**config.mk**
```make
export PLATFORM = sky130hd
export DESIGN_NAME = ysyx_25030093_mem_arbiter_flat
export DESIGN_NICKNAME = d
export VERILOG_FILES = /design/src/rtl/ysyx_25030093_mem_arbiter_if.sv /design/src/rtl/ysyx_25030093_mem_arbiter.sv /design/src/flat_wrapper.sv
export SDC_FILE = /design/constraint.sdc
export NUM_CORES = 1
export LEC_CHECK = 0
export CORE_AREA = 5 5 167 169
export CTS_BUF_LIST = sky130_fd_sc_hd__clkbuf_8 sky130_fd_sc_hd__clkbuf_16
export DETAILED_ROUTE_END_ITERATION = 10
export DIE_AREA = 0 0 172 174
export PLACE_DENSITY = 0.44
export SLEW_MARGIN = 20
export SYNTH_ARGS = -nofsm -noshare
export SYNTH_HDL_FRONTEND = slang
export SYNTH_SLANG_ARGS = --single-unit
```
**constraint.sdc**
```tcl
create_clock -name clk -period 1.4 [get_ports clk]
set_input_delay 0.21 -clock clk [delete_from_list [all_inputs] [get_ports clk]]
set_output_delay 0.21 -clock clk [all_outputs]
set_load 0.01 [all_outputs]
```
**src/rtl/ysyx_25030093_mem_arbiter_if.sv**
```systemverilog
// AXI4-Lite bundle (AR/R/AW/W/B) shared by the IFU, LSU and SRAM ports of the arbiter.
// "master" drives requests and "slave" answers them.
interface ysyx_25030093_mem_arbiter_if #(
  parameter int ADDR_W = 32,
  parameter int DATA_W = 32
);
  logic              arvalid;
  logic              arready;
  logic [ADDR_W-1:0] araddr;
  logic              rvalid;
  logic              rready;
  logic [DATA_W-1:0] rdata;
  logic [1:0]        rresp;
  logic              awvalid;
  logic              awready;
  logic [ADDR_W-1:0] awaddr;
  logic              wvalid;
  logic              wready;
  logic [DATA_W-1:0] wdata;
  logic [DATA_W/8-1:0] wstrb;
  logic              bvalid;
  logic              bready;
  logic [1:0]        bresp;

  modport master (
    output arvalid, araddr, rready, awvalid, awaddr, wvalid, wdata, wstrb, bready,
    input  arready, rvalid, rdata, rresp, awready, wready, bvalid, bresp
  );

  modport slave (
    input  arvalid, araddr, rready, awvalid, awaddr, wvalid, wdata, wstrb, bready,
    output arready, rvalid, rdata, rresp, awready, wready, bvalid, bresp
  );
endinterface

```
**src/rtl/ysyx_25030093_mem_arbiter.sv**
```systemverilog
// Round-robin AXI4-Lite arbiter: IFU (read-only) and LSU share one SRAM slave,
// one transaction in flight, grant held until the response handshake.
module ysyx_25030093_mem_arbiter #(
  parameter int ADDR_W = 32,
  parameter int DATA_W = 32
) (
  input  logic                        clk,
  input  logic                        rst,
  ysyx_25030093_mem_arbiter_if.slave  ifu,
  ysyx_25030093_mem_arbiter_if.slave  lsu,
  ysyx_25030093_mem_arbiter_if.master sram
);
  typedef enum logic [1:0] {IDLE, GNT_IFU_RD, GNT_LSU_RD, GNT_LSU_WR} state_t;
  typedef enum logic {M_IFU, M_LSU} master_t;

  state_t  state, state_nxt;
  master_t last_grant;

  logic ifu_req, lsu_req;
  assign ifu_req = ifu.arvalid;
  assign lsu_req = lsu.arvalid | lsu.awvalid;

  // The IFU never writes; its write channels are sunk here.
  logic ifu_unused;
  assign ifu_unused = ^{ifu.awvalid, ifu.awaddr, ifu.wvalid, ifu.wdata, ifu.wstrb, ifu.bready};

  always_ff @(posedge clk) begin
    if (rst) begin
      state      <= IDLE;
      last_grant <= M_IFU;
    end else begin
      state <= state_nxt;
      if (state == IDLE && state_nxt != IDLE)
        last_grant <= (state_nxt == GNT_IFU_RD) ? M_IFU : M_LSU;
    end
  end

  always_comb begin
    state_nxt    = state;
    ifu.arready  = 1'b0;
    ifu.rvalid   = 1'b0;
    ifu.rdata    = {DATA_W{1'b0}};
    ifu.rresp    = 2'b00;
    ifu.awready  = 1'b0;
    ifu.wready   = 1'b0;
    ifu.bvalid   = 1'b0;
    ifu.bresp    = 2'b00;
    lsu.arready  = 1'b0;
    lsu.rvalid   = 1'b0;
    lsu.rdata    = {DATA_W{1'b0}};
    lsu.rresp    = 2'b00;
    lsu.awready  = 1'b0;
    lsu.wready   = 1'b0;
    lsu.bvalid   = 1'b0;
    lsu.bresp    = 2'b00;
    sram.arvalid = 1'b0;
    sram.araddr  = {ADDR_W{1'b0}};
    sram.rready  = 1'b0;
    sram.awvalid = 1'b0;
    sram.awaddr  = {ADDR_W{1'b0}};
    sram.wvalid  = 1'b0;
    sram.wdata   = {DATA_W{1'b0}};
    sram.wstrb   = {(DATA_W/8){1'b0}};
    sram.bready  = 1'b0;
    case (state)
      IDLE: begin
        // On a tie the master that did not win last time goes first; an LSU
        // read beats an LSU write presented in the same cycle.
        if (ifu_req && (!lsu_req || last_grant == M_LSU))
          state_nxt = GNT_IFU_RD;
        else if (lsu_req)
          state_nxt = lsu.arvalid ? GNT_LSU_RD : GNT_LSU_WR;
      end
      GNT_IFU_RD: begin
        sram.arvalid = ifu.arvalid;
        sram.araddr  = ifu.araddr;
        ifu.arready  = sram.arready;
        ifu.rvalid   = sram.rvalid;
        ifu.rdata    = sram.rdata;
        ifu.rresp    = sram.rresp;
        sram.rready  = ifu.rready;
        if (sram.rvalid && ifu.rready) state_nxt = IDLE;
      end
      GNT_LSU_RD: begin
        sram.arvalid = lsu.arvalid;
        sram.araddr  = lsu.araddr;
        lsu.arready  = sram.arready;
        lsu.rvalid   = sram.rvalid;
        lsu.rdata    = sram.rdata;
        lsu.rresp    = sram.rresp;
        sram.rready  = lsu.rready;
        if (sram.rvalid && lsu.rready) state_nxt = IDLE;
      end
      GNT_LSU_WR: begin
        sram.awvalid = lsu.awvalid;
        sram.awaddr  = lsu.awaddr;
        lsu.awready  = sram.awready;
        sram.wvalid  = lsu.wvalid;
        sram.wdata   = lsu.wdata;
        sram.wstrb   = lsu.wstrb;
        lsu.wready   = sram.wready;
        lsu.bvalid   = sram.bvalid;
        lsu.bresp    = sram.bresp;
        sram.bready  = lsu.bready;
        if (sram.bvalid && lsu.bready) state_nxt = IDLE;
      end
      default: state_nxt = IDLE;
    endcase
  end
endmodule
```
**src/flat_wrapper.sv**
```systemverilog
// flat-port wrapper written by rule: the top's interface ports become plain ports
module ysyx_25030093_mem_arbiter_flat 
#(
  parameter int ADDR_W = 32,
  parameter int DATA_W = 32
)
  (clk, rst, ifu_arvalid, ifu_araddr, ifu_rready, ifu_awvalid, ifu_awaddr, ifu_wvalid, ifu_wdata, ifu_wstrb, ifu_bready, ifu_arready, ifu_rvalid, ifu_rdata, ifu_rresp, ifu_awready, ifu_wready, ifu_bvalid, ifu_bresp, lsu_arvalid, lsu_araddr, lsu_rready, lsu_awvalid, lsu_awaddr, lsu_wvalid, lsu_wdata, lsu_wstrb, lsu_bready, lsu_arready, lsu_rvalid, lsu_rdata, lsu_rresp, lsu_awready, lsu_wready, lsu_bvalid, lsu_bresp, sram_arvalid, sram_araddr, sram_rready, sram_awvalid, sram_awaddr, sram_wvalid, sram_wdata, sram_wstrb, sram_bready, sram_arready, sram_rvalid, sram_rdata, sram_rresp, sram_awready, sram_wready, sram_bvalid, sram_bresp);
  ysyx_25030093_mem_arbiter_if #(.ADDR_W(ADDR_W), .DATA_W(DATA_W)) ifu_i ();
  ysyx_25030093_mem_arbiter_if #(.ADDR_W(ADDR_W), .DATA_W(DATA_W)) lsu_i ();
  ysyx_25030093_mem_arbiter_if #(.ADDR_W(ADDR_W), .DATA_W(DATA_W)) sram_i ();
  input  logic clk;
  input  logic rst;
  input wire logic [$bits(ifu_i.arvalid)-1:0] ifu_arvalid;
  input wire logic [$bits(ifu_i.araddr)-1:0] ifu_araddr;
  input wire logic [$bits(ifu_i.rready)-1:0] ifu_rready;
  input wire logic [$bits(ifu_i.awvalid)-1:0] ifu_awvalid;
  input wire logic [$bits(ifu_i.awaddr)-1:0] ifu_awaddr;
  input wire logic [$bits(ifu_i.wvalid)-1:0] ifu_wvalid;
  input wire logic [$bits(ifu_i.wdata)-1:0] ifu_wdata;
  input wire logic [$bits(ifu_i.wstrb)-1:0] ifu_wstrb;
  input wire logic [$bits(ifu_i.bready)-1:0] ifu_bready;
  output wire logic [$bits(ifu_i.arready)-1:0] ifu_arready;
  output wire logic [$bits(ifu_i.rvalid)-1:0] ifu_rvalid;
  output wire logic [$bits(ifu_i.rdata)-1:0] ifu_rdata;
  output wire logic [$bits(ifu_i.rresp)-1:0] ifu_rresp;
  output wire logic [$bits(ifu_i.awready)-1:0] ifu_awready;
  output wire logic [$bits(ifu_i.wready)-1:0] ifu_wready;
  output wire logic [$bits(ifu_i.bvalid)-1:0] ifu_bvalid;
  output wire logic [$bits(ifu_i.bresp)-1:0] ifu_bresp;
  input wire logic [$bits(lsu_i.arvalid)-1:0] lsu_arvalid;
  input wire logic [$bits(lsu_i.araddr)-1:0] lsu_araddr;
  input wire logic [$bits(lsu_i.rready)-1:0] lsu_rready;
  input wire logic [$bits(lsu_i.awvalid)-1:0] lsu_awvalid;
  input wire logic [$bits(lsu_i.awaddr)-1:0] lsu_awaddr;
  input wire logic [$bits(lsu_i.wvalid)-1:0] lsu_wvalid;
  input wire logic [$bits(lsu_i.wdata)-1:0] lsu_wdata;
  input wire logic [$bits(lsu_i.wstrb)-1:0] lsu_wstrb;
  input wire logic [$bits(lsu_i.bready)-1:0] lsu_bready;
  output wire logic [$bits(lsu_i.arready)-1:0] lsu_arready;
  output wire logic [$bits(lsu_i.rvalid)-1:0] lsu_rvalid;
  output wire logic [$bits(lsu_i.rdata)-1:0] lsu_rdata;
  output wire logic [$bits(lsu_i.rresp)-1:0] lsu_rresp;
  output wire logic [$bits(lsu_i.awready)-1:0] lsu_awready;
  output wire logic [$bits(lsu_i.wready)-1:0] lsu_wready;
  output wire logic [$bits(lsu_i.bvalid)-1:0] lsu_bvalid;
  output wire logic [$bits(lsu_i.bresp)-1:0] lsu_bresp;
  output wire logic [$bits(sram_i.arvalid)-1:0] sram_arvalid;
  output wire logic [$bits(sram_i.araddr)-1:0] sram_araddr;
  output wire logic [$bits(sram_i.rready)-1:0] sram_rready;
  output wire logic [$bits(sram_i.awvalid)-1:0] sram_awvalid;
  output wire logic [$bits(sram_i.awaddr)-1:0] sram_awaddr;
  output wire logic [$bits(sram_i.wvalid)-1:0] sram_wvalid;
  output wire logic [$bits(sram_i.wdata)-1:0] sram_wdata;
  output wire logic [$bits(sram_i.wstrb)-1:0] sram_wstrb;
  output wire logic [$bits(sram_i.bready)-1:0] sram_bready;
  input wire logic [$bits(sram_i.arready)-1:0] sram_arready;
  input wire logic [$bits(sram_i.rvalid)-1:0] sram_rvalid;
  input wire logic [$bits(sram_i.rdata)-1:0] sram_rdata;
  input wire logic [$bits(sram_i.rresp)-1:0] sram_rresp;
  input wire logic [$bits(sram_i.awready)-1:0] sram_awready;
  input wire logic [$bits(sram_i.wready)-1:0] sram_wready;
  input wire logic [$bits(sram_i.bvalid)-1:0] sram_bvalid;
  input wire logic [$bits(sram_i.bresp)-1:0] sram_bresp;
  assign ifu_i.arvalid = ifu_arvalid;
  assign ifu_i.araddr = ifu_araddr;
  assign ifu_i.rready = ifu_rready;
  assign ifu_i.awvalid = ifu_awvalid;
  assign ifu_i.awaddr = ifu_awaddr;
  assign ifu_i.wvalid = ifu_wvalid;
  assign ifu_i.wdata = ifu_wdata;
  assign ifu_i.wstrb = ifu_wstrb;
  assign ifu_i.bready = ifu_bready;
  assign ifu_arready = ifu_i.arready;
  assign ifu_rvalid = ifu_i.rvalid;
  assign ifu_rdata = ifu_i.rdata;
  assign ifu_rresp = ifu_i.rresp;
  assign ifu_awready = ifu_i.awready;
  assign ifu_wready = ifu_i.wready;
  assign ifu_bvalid = ifu_i.bvalid;
  assign ifu_bresp = ifu_i.bresp;
  assign lsu_i.arvalid = lsu_arvalid;
  assign lsu_i.araddr = lsu_araddr;
  assign lsu_i.rready = lsu_rready;
  assign lsu_i.awvalid = lsu_awvalid;
  assign lsu_i.awaddr = lsu_awaddr;
  assign lsu_i.wvalid = lsu_wvalid;
  assign lsu_i.wdata = lsu_wdata;
  assign lsu_i.wstrb = lsu_wstrb;
  assign lsu_i.bready = lsu_bready;
  assign lsu_arready = lsu_i.arready;
  assign lsu_rvalid = lsu_i.rvalid;
  assign lsu_rdata = lsu_i.rdata;
  assign lsu_rresp = lsu_i.rresp;
  assign lsu_awready = lsu_i.awready;
  assign lsu_wready = lsu_i.wready;
  assign lsu_bvalid = lsu_i.bvalid;
  assign lsu_bresp = lsu_i.bresp;
  assign sram_arvalid = sram_i.arvalid;
  assign sram_araddr = sram_i.araddr;
  assign sram_rready = sram_i.rready;
  assign sram_awvalid = sram_i.awvalid;
  assign sram_awaddr = sram_i.awaddr;
  assign sram_wvalid = sram_i.wvalid;
  assign sram_wdata = sram_i.wdata;
  assign sram_wstrb = sram_i.wstrb;
  assign sram_bready = sram_i.bready;
  assign sram_i.arready = sram_arready;
  assign sram_i.rvalid = sram_rvalid;
  assign sram_i.rdata = sram_rdata;
  assign sram_i.rresp = sram_rresp;
  assign sram_i.awready = sram_awready;
  assign sram_i.wready = sram_wready;
  assign sram_i.bvalid = sram_bvalid;
  assign sram_i.bresp = sram_bresp;
  ysyx_25030093_mem_arbiter #(.ADDR_W(ADDR_W), .DATA_W(DATA_W)) u_core (.clk(clk), .rst(rst), .ifu(ifu_i), .lsu(lsu_i), .sram(sram_i));
endmodule
```
Yosys cells after proc, flatten, opt, wreduce, memory -nomap -nowiden
Index checks and enable logic that the tools add are counted.
W data, S select, Z words.
{"block": "classes", "n_bitwise": 1, "eq_ne": 4, "mux": 29, "n_reduce_logical": 9}
{"operator": "$mux W32", "n": 4}
{"operator": "$pmux W32 S2", "n": 1}
{"operator": "$mux W2", "n": 8}
{"operator": "$mux W1", "n": 12}
{"operator": "$pmux W2 S4", "n": 1}
{"operator": "$logic_and A1 B1 Y1", "n": 5}
{"operator": "$eq A2 B1 Y1 const B", "n": 2}
{"operator": "$eq A2 B2 Y1 const B", "n": 2}
{"operator": "$mux W4", "n": 1}
{"operator": "$pmux W1 S2", "n": 2}
{"operator": "$logic_not A2 Y1", "n": 1}
{"operator": "$reduce_bool A2 Y1", "n": 1}
{"operator": "$logic_not A1 Y1", "n": 1}
{"operator": "$logic_or A1 B1 Y1", "n": 1}
{"operator": "$or A1 B1 Y1", "n": 1}
{"block": "word_totals", "word_cells": 45, "ff_bits": 3}

Depth between registers and ports, before layout
{"block": "depth", "depth_word": 8, "mapped_depth": 6, "depth_no_buf": 5}

Least setup slack after synthesis
No wires, ideal clock.
{"block": "synth_path", "path_type": "register -> output", "from": "register u_core.state[0]", "to": "output port sram_araddr[0]", "setup_slack_ns": -0.009, "required_time_ns": 1.190, "arrival_time_ns": 1.199, "stages_incl_launch_ff": 5, "cell_sequence": "dfxtp_1 > inv_1 > ha_1 > clkbuf_1 > nor2b_1"}
{"block": "synth_via", "elab_chain_len": 2, "word_cells_on_any_way": 3, "cone_classes": "eq/ne (2); mux (1)"}
{"item": "start: declaration", "line_no": "ysyx_25030093_mem_arbiter.sv:16", "text": "state_t state, state_nxt;"}
{"item": "start signal: assignment", "line_no": "ysyx_25030093_mem_arbiter.sv:32", "text": "state <= state_nxt;"}
{"item": "$eq A2 B2 Y1 / $eq A2 B1 Y1 (equally long branches)", "line_no": "ysyx_25030093_mem_arbiter.sv:65", "text": "case (state)"}
{"item": "$pmux W32 S2 *", "line_no": "ysyx_25030093_mem_arbiter.sv:65"}
{"item": "end: declaration", "line_no": "flat_wrapper.sv:48", "text": "output wire logic [$bits(sram_i.araddr)-1:0] sram_araddr;"}
Every way passes the cells marked *; elsewhere a longest branch is shown, timed or not.

Worst setup path after layout
{"block": "layout_path", "from": "register u_core.state[0]", "to": "output port sram_araddr[13]"}
The elaborated chain is that of the path after synthesis.

==> impl_metrics.ini <==
[run_status]
outcome = complete, but fails checks
failed_checks = negative setup slack

[floorplan]
ios = 440
die_w_um = 172
row_count = 60
core_um2 = 26400
fp.dieH_um = 174
start_util_pct = 6.86
die-area_um2 = 29900

[cells_and_area]
final_cell_mix = clkdlybuf4s50_1, buf_6, and2_4
area_delta_synth_final_pct = 303
drive_gt1_share_pct = 65.4
diodes = 0
final_common_cell = clkdlybuf4s50_1
final_nets = 935

[worst_setup_path]
cp_max_fo = 11
end_kind = primary output
critical_path_class = reg -> out
worstSetupStartpointType = flip-flop
required_ns = 1.19
arrival_ns = 1.53

[routing]
vias = 3556
ant_nets = 0
vias_per_cell = 3.49
wire_per_inst_um = 16.6
dr.pass1.iters = 4
drt_iter0_drc = 70
routed_wl_mm = 16.9
post-route-drc-count = 0

[logic_synthesis]
yosysWarningCount = 0
synth_edf_count = 0
syn_avg_cell_area_um2 = 6.52
async_flop_share_pct = 0
yosysUniqueCellTypes = 27
ys_seq_area_share_pct = 3.31
syn-cell-area_um2 = 1810
ys_seq_elements = 3
synth_ff_type = dfxtp_1
syn_inst = 278

[clock_network]
path_clk_slew_ns = 0.03
cts_sinks = 3
cts_tree = yes
cts-root-buf = clkbuf_16
clk_latency_ns = 0.22
clockBufferDepth = 2
h-tree-depth = 1
cts_buffers = 3
postCtsHoldBufs = 0

[sta]
fmax_ghz = 0.575
min_period_ns = 1.74
rsz0062_at_grt = true
worst_clock_skew_ns = 0.000548
setup_violations = 184
fin_crit_sh_pct = 124
hold_viol = 0
slew_viol_final = 0
timing.final.ws_setup_ns = -0.339

[power_and_ir_drop]
totalPowerFinal_uw = 3630
vdd_drop_max_mv = 0.247
power_density_nw_per_um2 = 497
p_leak_uw = 0.00314

[place]
place.gp.congestion = 0.778
dpl.hpwl_mm = 11.7
port_buffers = 363
post-place-ws_ns = -0.546

[global_route]
grt_pass1_wl_mm = 23.2
grtUsageTotal_pct = 10.1
antenna_found_initial = 1
grt_max_degree = 30
grt_pass1_vias = 3757
grt_overflow = 0

[hold_path]
hold_class = reg -> reg

[run]
cap_violations = 0
-- metal layers --
metal,routed length [um],global-route usage (%),vias to the layer above
li1,-,-,1702
met1,6030,11.1,1638
met2,8780,18.5,204
met3,1920,3.82,10
met4,155,1.31,2
met5,13,0,-
-- power breakdown --
group / switching [uW] / internal (uW) / leakage, uW / total, uW
clock network: 71.8 / 368 / 0.0000423 / 439
logic: 1160 / 1900 / 0.00307 / 3060
registers: 28.0 / 104 / 0.0000262 / 132
-- registers in the layout (all words and copies together), names as in the netlist --
name / cells
u_core.state: 2
u_core.last_grant: 1
-- what timing repair did --
item	4_1_cts	5_1_grt
setup buffers	27	3
pin swaps	15	15
gates cloned	16	4
gates resized for setup	937	154
setup endpoints to repair	184	184
hold endpoints to repair	0	0
-- per-stage QoR --
stage          instance area (um^2)  TNS [ns]  hold WS [ns]  util [%]  instances
2_1_floorplan                  1900         0         0.279         -        282
3_3_place_gp                   6000    -79.31         0.537      22.7        973
6_report                       7300    -40.81         0.535      27.6       1018
5_1_grt                        7300    -49.91         0.567      27.6       1018
3_5_place_dp                   6000    -78.03         0.532      22.7        973
4_1_cts                        6810    -50.27         0.536      25.8       1020
-- cell families after synthesis --
kind of cell	after synthesis	share of synthesized area (%)
AND/OR/NAND/NOR	191	65.3
AO/OA/AOI/OAI	45	18.9
buffers and inverters	34	9.46
adder cells (fa/ha/maj)	4	2.76
flip-flops	3	3.32
other	1	0.207
-- critical path, stage by stage (launching register included) --
cell	delay, ns
dfxtp_4	0.39
inv_4	0.06
ha_4	0.17
buf_12	0.14
buf_12	0.15
a22oi_2	0.20
nor2b_2	0.06
buf_2	0.14
-- layout make-up --
class | instances | area [um^2]
Fill cell | 2835 | 19100
Timing Repair Buffer | 423 | 4520
Multi-Input combinational cell | 245 | 2200
Tap cell | 341 | 427
Clock buffer | 3 | 75.1
Sequential cell | 3 | 67.6
Inverter | 2 | 12.5
Clock inverter | 1 | 3.75
-- synthesized netlist by cell type, types with 2 or more instances --
cell,instances,share of area (%)
ha_1,4,2.8
clkbuf_2,6,1.7
nand2_1,4,0.83
and2_2,2,0.83
buf_4,5,2.1
and2_1,146,50
dfxtp_1,3,3.3
clkbuf_1,12,2.5
nor2b_1,36,12
o21ai_0,2,0.55
inv_1,2,0.41
a22oi_1,34,14
buf_2,8,2.2
-- worst paths after layout --
path / from / to / slack, ns / depth (start not counted)
setup reg to reg: u_core.state[1] / u_core.state[1] / -0.25 / 7
hold / removal: u_core.last_grant / u_core.last_grant / 0.53 / 2
setup / recovery: u_core.state[0] / sram_araddr[13] / -0.34 / 7
hold reg to reg: u_core.last_grant / u_core.last_grant / 0.53 / 2
Note: power is estimated with default switching activity, not from simulation.
